File: src/rtl/counter_ctrl_pkg.sv
// Shared definitions for the run/stop/step sequence counter controller:
// FSM states, sequence mode codes and the per-mode seed values.
package counter_ctrl_pkg;

    typedef enum logic [1:0] {
        ST_IDLE  = 2'b00,
        ST_RUN   = 2'b01,
        ST_PAUSE = 2'b10
    } state_t;

    localparam logic [1:0] MODE_UP   = 2'b00;
    localparam logic [1:0] MODE_DOWN = 2'b01;
    localparam logic [1:0] MODE_GRAY = 2'b10;
    localparam logic [1:0] MODE_ODD  = 2'b11;

    localparam logic [2:0] SEED_UP   = 3'b000;
    localparam logic [2:0] SEED_DOWN = 3'b111;
    localparam logic [2:0] SEED_GRAY = 3'b000;
    localparam logic [2:0] SEED_ODD  = 3'b001;

    function automatic logic [2:0] seed_of(input logic [1:0] mode);
        case (mode)
            MODE_UP:   seed_of = SEED_UP;
            MODE_DOWN: seed_of = SEED_DOWN;
            MODE_GRAY: seed_of = SEED_GRAY;
            default:   seed_of = SEED_ODD;
        endcase
    endfunction

endpackage

File: src/rtl/counter_seq_step.sv
// Combinational next-value table for every counter sequence, plus the flag
// marking the advance from the last sequence state back to the first.
module counter_seq_step
    import counter_ctrl_pkg::*;
(
    input  logic [1:0] mode,
    input  logic [2:0] q,
    output logic [2:0] q_next,
    output logic       wrap
);

    always_comb begin
        q_next = q;
        wrap   = 1'b0;
        case (mode)
            MODE_UP: begin
                q_next = q + 3'd1;
                wrap   = (q == 3'd7);
            end
            MODE_DOWN: begin
                q_next = q - 3'd1;
                wrap   = (q == 3'd0);
            end
            MODE_GRAY: begin
                wrap = (q == 3'b100);
                case (q)
                    3'b000:  q_next = 3'b001;
                    3'b001:  q_next = 3'b011;
                    3'b011:  q_next = 3'b010;
                    3'b010:  q_next = 3'b110;
                    3'b110:  q_next = 3'b111;
                    3'b111:  q_next = 3'b101;
                    3'b101:  q_next = 3'b100;
                    default: q_next = 3'b000;
                endcase
            end
            default: begin
                // 7 + 2 overflows to 1 in three bits, closing the odd loop
                q_next = (q | 3'b001) + 3'd2;
                wrap   = ((q | 3'b001) == 3'd7);
            end
        endcase
    end

endmodule

File: src/rtl/counter_run_ctrl.sv
// Run/stop/step controller: loads a mode seed on START, advances the 3-bit
// counter while running or on STEP in pause, and ends after LEN advances.
module counter_run_ctrl
    import counter_ctrl_pkg::*;
#(
    parameter int LEN_W = 4
) (
    input  logic             CLK,
    input  logic             RST,
    input  logic             START,
    input  logic             STOP,
    input  logic             STEP,
    input  logic [1:0]       MODE,
    input  logic [LEN_W-1:0] LEN,
    output logic [2:0]       Q,
    output logic             BUSY,
    output logic             DONE,
    output logic             WRAP
);

    state_t             state_q;
    logic [2:0]         q_q;
    logic [LEN_W-1:0]   cnt_q;
    logic [LEN_W-1:0]   len_q;
    logic [1:0]         mode_q;
    logic               busy_q;
    logic               done_q;
    logic               wrap_q;

    logic [2:0]         q_step;
    logic               wrap_step;
    logic               adv;
    logic [LEN_W-1:0]   cnt_inc;
    logic               last_adv;

    counter_seq_step u_seq_step (
        .mode   (mode_q),
        .q      (q_q),
        .q_next (q_step),
        .wrap   (wrap_step)
    );

    // STOP outranks everything; STEP only counts when neither STOP nor START is up
    always_comb begin
        adv      = ((state_q == ST_RUN) && !STOP) ||
                   ((state_q == ST_PAUSE) && !STOP && !START && STEP);
        cnt_inc  = cnt_q + 1'b1;
        last_adv = adv && (len_q != '0) && (cnt_inc == len_q);
    end

    always_ff @(posedge CLK) begin
        if (RST) begin
            state_q <= ST_IDLE;
            q_q     <= 3'b000;
            cnt_q   <= '0;
            len_q   <= '0;
            mode_q  <= MODE_UP;
            busy_q  <= 1'b0;
            done_q  <= 1'b0;
            wrap_q  <= 1'b0;
        end else begin
            done_q <= 1'b0;
            wrap_q <= 1'b0;
            case (state_q)
                ST_IDLE: begin
                    if (START) begin
                        mode_q  <= MODE;
                        len_q   <= LEN;
                        q_q     <= seed_of(MODE);
                        cnt_q   <= '0;
                        busy_q  <= 1'b1;
                        state_q <= ST_RUN;
                    end
                end
                ST_RUN: begin
                    if (STOP) begin
                        state_q <= ST_PAUSE;
                    end
                end
                ST_PAUSE: begin
                    if (STOP) begin
                        state_q <= ST_IDLE;
                        busy_q  <= 1'b0;
                    end else if (START) begin
                        state_q <= ST_RUN;
                    end
                end
                default: begin
                    state_q <= ST_IDLE;
                    busy_q  <= 1'b0;
                end
            endcase

            if (adv) begin
                q_q    <= q_step;
                wrap_q <= wrap_step;
                cnt_q  <= cnt_inc;
                if (last_adv) begin
                    state_q <= ST_IDLE;
                    busy_q  <= 1'b0;
                    done_q  <= 1'b1;
                end
            end
        end
    end

    assign Q    = q_q;
    assign BUSY = busy_q;
    assign DONE = done_q;
    assign WRAP = wrap_q;

endmodule

File: config.mk
export PLATFORM = sky130hd
export DESIGN_NAME = counter_run_ctrl
export DESIGN_NICKNAME = d
export VERILOG_FILES = /design/src/rtl/counter_ctrl_pkg.sv /design/src/rtl/counter_seq_step.sv /design/src/rtl/counter_run_ctrl.sv
export SDC_FILE = /design/constraint.sdc
export NUM_CORES = 1
export LEC_CHECK = 0
export ABC_AREA = 1
export BUFFER_PORTS_ARGS = -buffer_cell sky130_fd_sc_hd__buf_2
export CAP_MARGIN = 25
export CELL_PAD_IN_SITES_DETAIL_PLACEMENT = 1
export CELL_PAD_IN_SITES_GLOBAL_PLACEMENT = 1
export CORE_MARGIN = 3
export CORE_UTILIZATION = 41
export CTS_BUF_LIST = sky130_fd_sc_hd__clkbuf_4 sky130_fd_sc_hd__clkbuf_8
export DETAILED_ROUTE_END_ITERATION = 10
export PLACE_DENSITY_LB_ADDON = 0.1
export RECOVER_POWER = 100
export SYNTH_ARGS = -nofsm -noshare
export SYNTH_HDL_FRONTEND = slang
export SYNTH_SLANG_ARGS = --single-unit
File: constraint.sdc
create_clock -name CLK -period 1.87 [get_ports CLK]
set_input_delay 0.374 -clock CLK [delete_from_list [all_inputs] [get_ports CLK]]
set_output_delay 0.374 -clock CLK [all_outputs]
set_load 0.01 [all_outputs]
==> summary.txt <==
Status
  – Outcome: finished, final reports clean

Clock tree
  – Setup Buffers After CTS: 0
  – H-Tree Depth: 1
  – CTS clk-pin slew, worst paths: 0.10 ns
  – Inserted Clock Buffers: 3
  – CTS tree: done
  – Hold_buf cts: 0
  – Worst-Skew Late Latency: 0.29 ns
  – Post-cts resize count: 0
  – TritonCTS Sinks: 18
  – Root Driver: clkbuf_4
  – Clk buf depth: 2

Floorplanning
  – Die ar.: 3520 µm²
  – I/O pin count: 17
  – Row cnt: 18
  – Starting Density: 45.0%
  – Die width: 59.3 µm
  – Core area: 2590 µm²
  – Chip Height: 59.3 µm

Setup path
  – CP arrival: 1.72 ns
  – Worst Path Max Fanout: 4
  – Crit-path cells: ha_1, inv_1, nand2_1, a21oi_1, nand2_2, nor2_1, a21oi_1
  – Critical path class: reg -> reg
  – Most used cell, CP: a21oi_1
  – CP max-delay cell: dfxtp_1
  – Delay-heaviest family, CP: simple AND/OR/NAND/NOR gates
  – Critical Path RT: 2.03 ns
  – CP Launch Type: flop
  – Critical path endpoint category: flop
  – Buf/Inv on CP: 1
  – Crit path largest cell delay: 0.39 ns

Timing
  – Highest clock rate: 0.641 GHz
  – Worst Hold Slack: 0.291 ns
  – Relative slew slack: 74.2%
  – Final clock skew: 0.00174 ns
  – Slew @ Worst Pin: 0.387 ns
  – Tmin final: 1.56 ns
  – Setup tns final: 0 ns
  – Slew Limit Fails: 0
  – RSZ-0062 raised after global routing: false
  – Hold Violations, Final: 0
  – Final WS setup: 0.311 ns
  – Final setup fails: 0
  – Final cycle utilization of the critical path: 83.4%

Pwr
  – Switching Share: 33.1%
  – Power Dens Cells: 647 nW/µm²
  – Flop pwr share: 52.3%
  – Clk network pwr share: 22.6%
  – P_sw: 275 µW
  – Leakage: 0.000590 µW
  – Peak VDD IR: 478 µV
  – Comb pwr share: 25.1%
  – Internal power: 556 µW

Global route
  – Largest net degree at the start of global routing: 16
  – Total grt overflow: 0
  – Total GRT Usage: 19.5%
  – Number of global-route vias before repair: 1181
  – First-pass GRT wire length: 5220 µm
  – Initial antenna violation count: 0

Placement
  – Dpl ws: 0.398 ns
  – Cell Area, Placed: 1280 µm²
  – Final Wtd Congestion: 0.789
  – Placed wire-length estimate: 2510 µm
  – Number of I/O port buffers: 16

Logic synthesis
  – Post-Syn Instances: 170
  – Yosys warning total: 0
  – Mapped Nets: 190
  – Seq/Total Area, Yosys: 30.9%
  – Avg Inst Size Synth: 6.85 µm²
  – Mapped Area: 1160 µm²
  – Register bit total from synthesis: 18
  – Post-synth cell types: 22

Cells and area
  – Finished Cell Area: 1280 µm²
  – Nets: 210
  – Fillcell total: 365
  – # diodes: 0
  – Area growth from synthesis to layout: 10.2%
  – Share of layout cells above drive strength 1: 15.4%

Detailed routing
  – DR pass1 iterations: 4
  – Via density: 5.33
  – DRC Markers: 0
  – Final wirelength: 3040 µm
  – Post-DR wirelength/cell: 14.0 µm
  – First DRT Iteration DRCs: 15
  – Uppermost layer routed: met4
  – Met2 wire length: 1380 µm
  – M1 WL: 1450 µm
  – Met3 WL: 170 µm
  – Antenna viol nets, final: 0
  – Vias: 1161

Job
  – Max cap viols: 0

Worst hold path
  – Min-Delay Path Class: in -> reg
layout by cell type, fill, tap and decap left out:
master      synthesis  routed
clkbuf_1            0       6
dfxtp_1            18      18
nand4_1             6       6
ha_1                9       9
buf_4               0       1
o21bai_1            1       1
buf_2               2      10
nor2_4              2       1
clkbuf_4            0       3
nor2_2              3       3
o211ai_1            2       2
o21ai_0            10      10
nand2_4             2       2
nand3_2             1       1
or2_0               0       1
clkinvlp_2          0       1
inv_2               2       1
nand3_4             1       1
nand3_1            12      12
nand2_1            47      48
inv_1              20      21
a21oi_1            17      17
nor2_1              7       8
nand2_2             4       3
or2_2               2       2
worst paths after layout:
kind                            depth (start not counted)    endpoint  slack [ns]      from
worst max-delay path                                    7  state_q[0]        0.31  cnt_q[1]
worst min-delay path                                    2    cnt_q[2]        0.29       RST
worst max register to register                          7  state_q[0]        0.31  cnt_q[1]
worst min register to register                          2    len_q[0]        0.49  len_q[0]
state kept, by name, indices dropped and copies added (netlist names):
| name | cells |
|---|---|
| DONE | 1 |
| state_q | 2 |
| BUSY | 1 |
| Q | 3 |
| len_q | 4 |
| cnt_q | 4 |
| WRAP | 1 |
| mode_q | 2 |
synth_stat cells:
master | n | area (µm²)
nor2_4 | 2 | 22.5
nor2_2 | 3 | 18.8
nand2_4 | 2 | 22.5
ha_1 | 9 | 113
o211ai_1 | 2 | 15.0
inv_1 | 20 | 75.1
inv_2 | 2 | 7.51
nand3_4 | 1 | 17.5
nor2_1 | 7 | 26.3
nand2_1 | 47 | 176
nand3_1 | 12 | 60.1
a21oi_1 | 17 | 85.1
nand3_2 | 1 | 10.0
o21ai_0 | 10 | 50.1
o21bai_1 | 1 | 7.51
inv_4 | 1 | 6.26
or2_2 | 2 | 12.5
nand2_2 | 4 | 25.0
dfxtp_1 | 18 | 360
nand4_1 | 6 | 37.5
buf_2 | 2 | 10.0
or2_1 | 1 | 6.26
layer usage:
metal  global-route usage (%)  vias to the layer above
li1                         -                      589
met2                     32.1                       28
met5                        0                        -
met4                     5.18                        0
met3                     5.01                        8
met1                     25.0                      536
power groups by stage:
stage | logic (µW) | registers [µW] | clock network (µW)
after global placement | 202 | 442 | 0
after global routing | 237 | 440 | 220
final | 208 | 435 | 188
after detailed placement | 214 | 444 | 0
after CTS | 216 | 435 | 196
after floorplan | 142 | 443 | 0
layout make-up:
type | count | area, µm² | area share (%)
multi-input combinational | 127 | 696 | 54.2
sequential | 18 | 360 | 28.1
timing repair buffer | 17 | 80.1 | 6.24
tap | 30 | 37.5 | 2.92
clock buffer | 3 | 22.5 | 1.75
inverter | 23 | 87.6 | 6.82
through the flow:
step | instances | power (µW) | util [%]
after detailed placement | 215 | 658 | 49.4
after CTS | 218 | 847 | 50.3
after floorplan | 170 | 585 | -
final | 218 | 831 | 49.6
after global placement | 215 | 643 | 49.4
after global routing | 218 | 897 | 49.6
kinds of logic after synthesis:
family,count (synthesis),synth area share (%)
compound gates,30,13.5
fa+ha+maj,9,9.67
simple gates,88,37.4
buf+inv,25,8.49
flops,18,30.9
(Power assumes the default switching activity.)
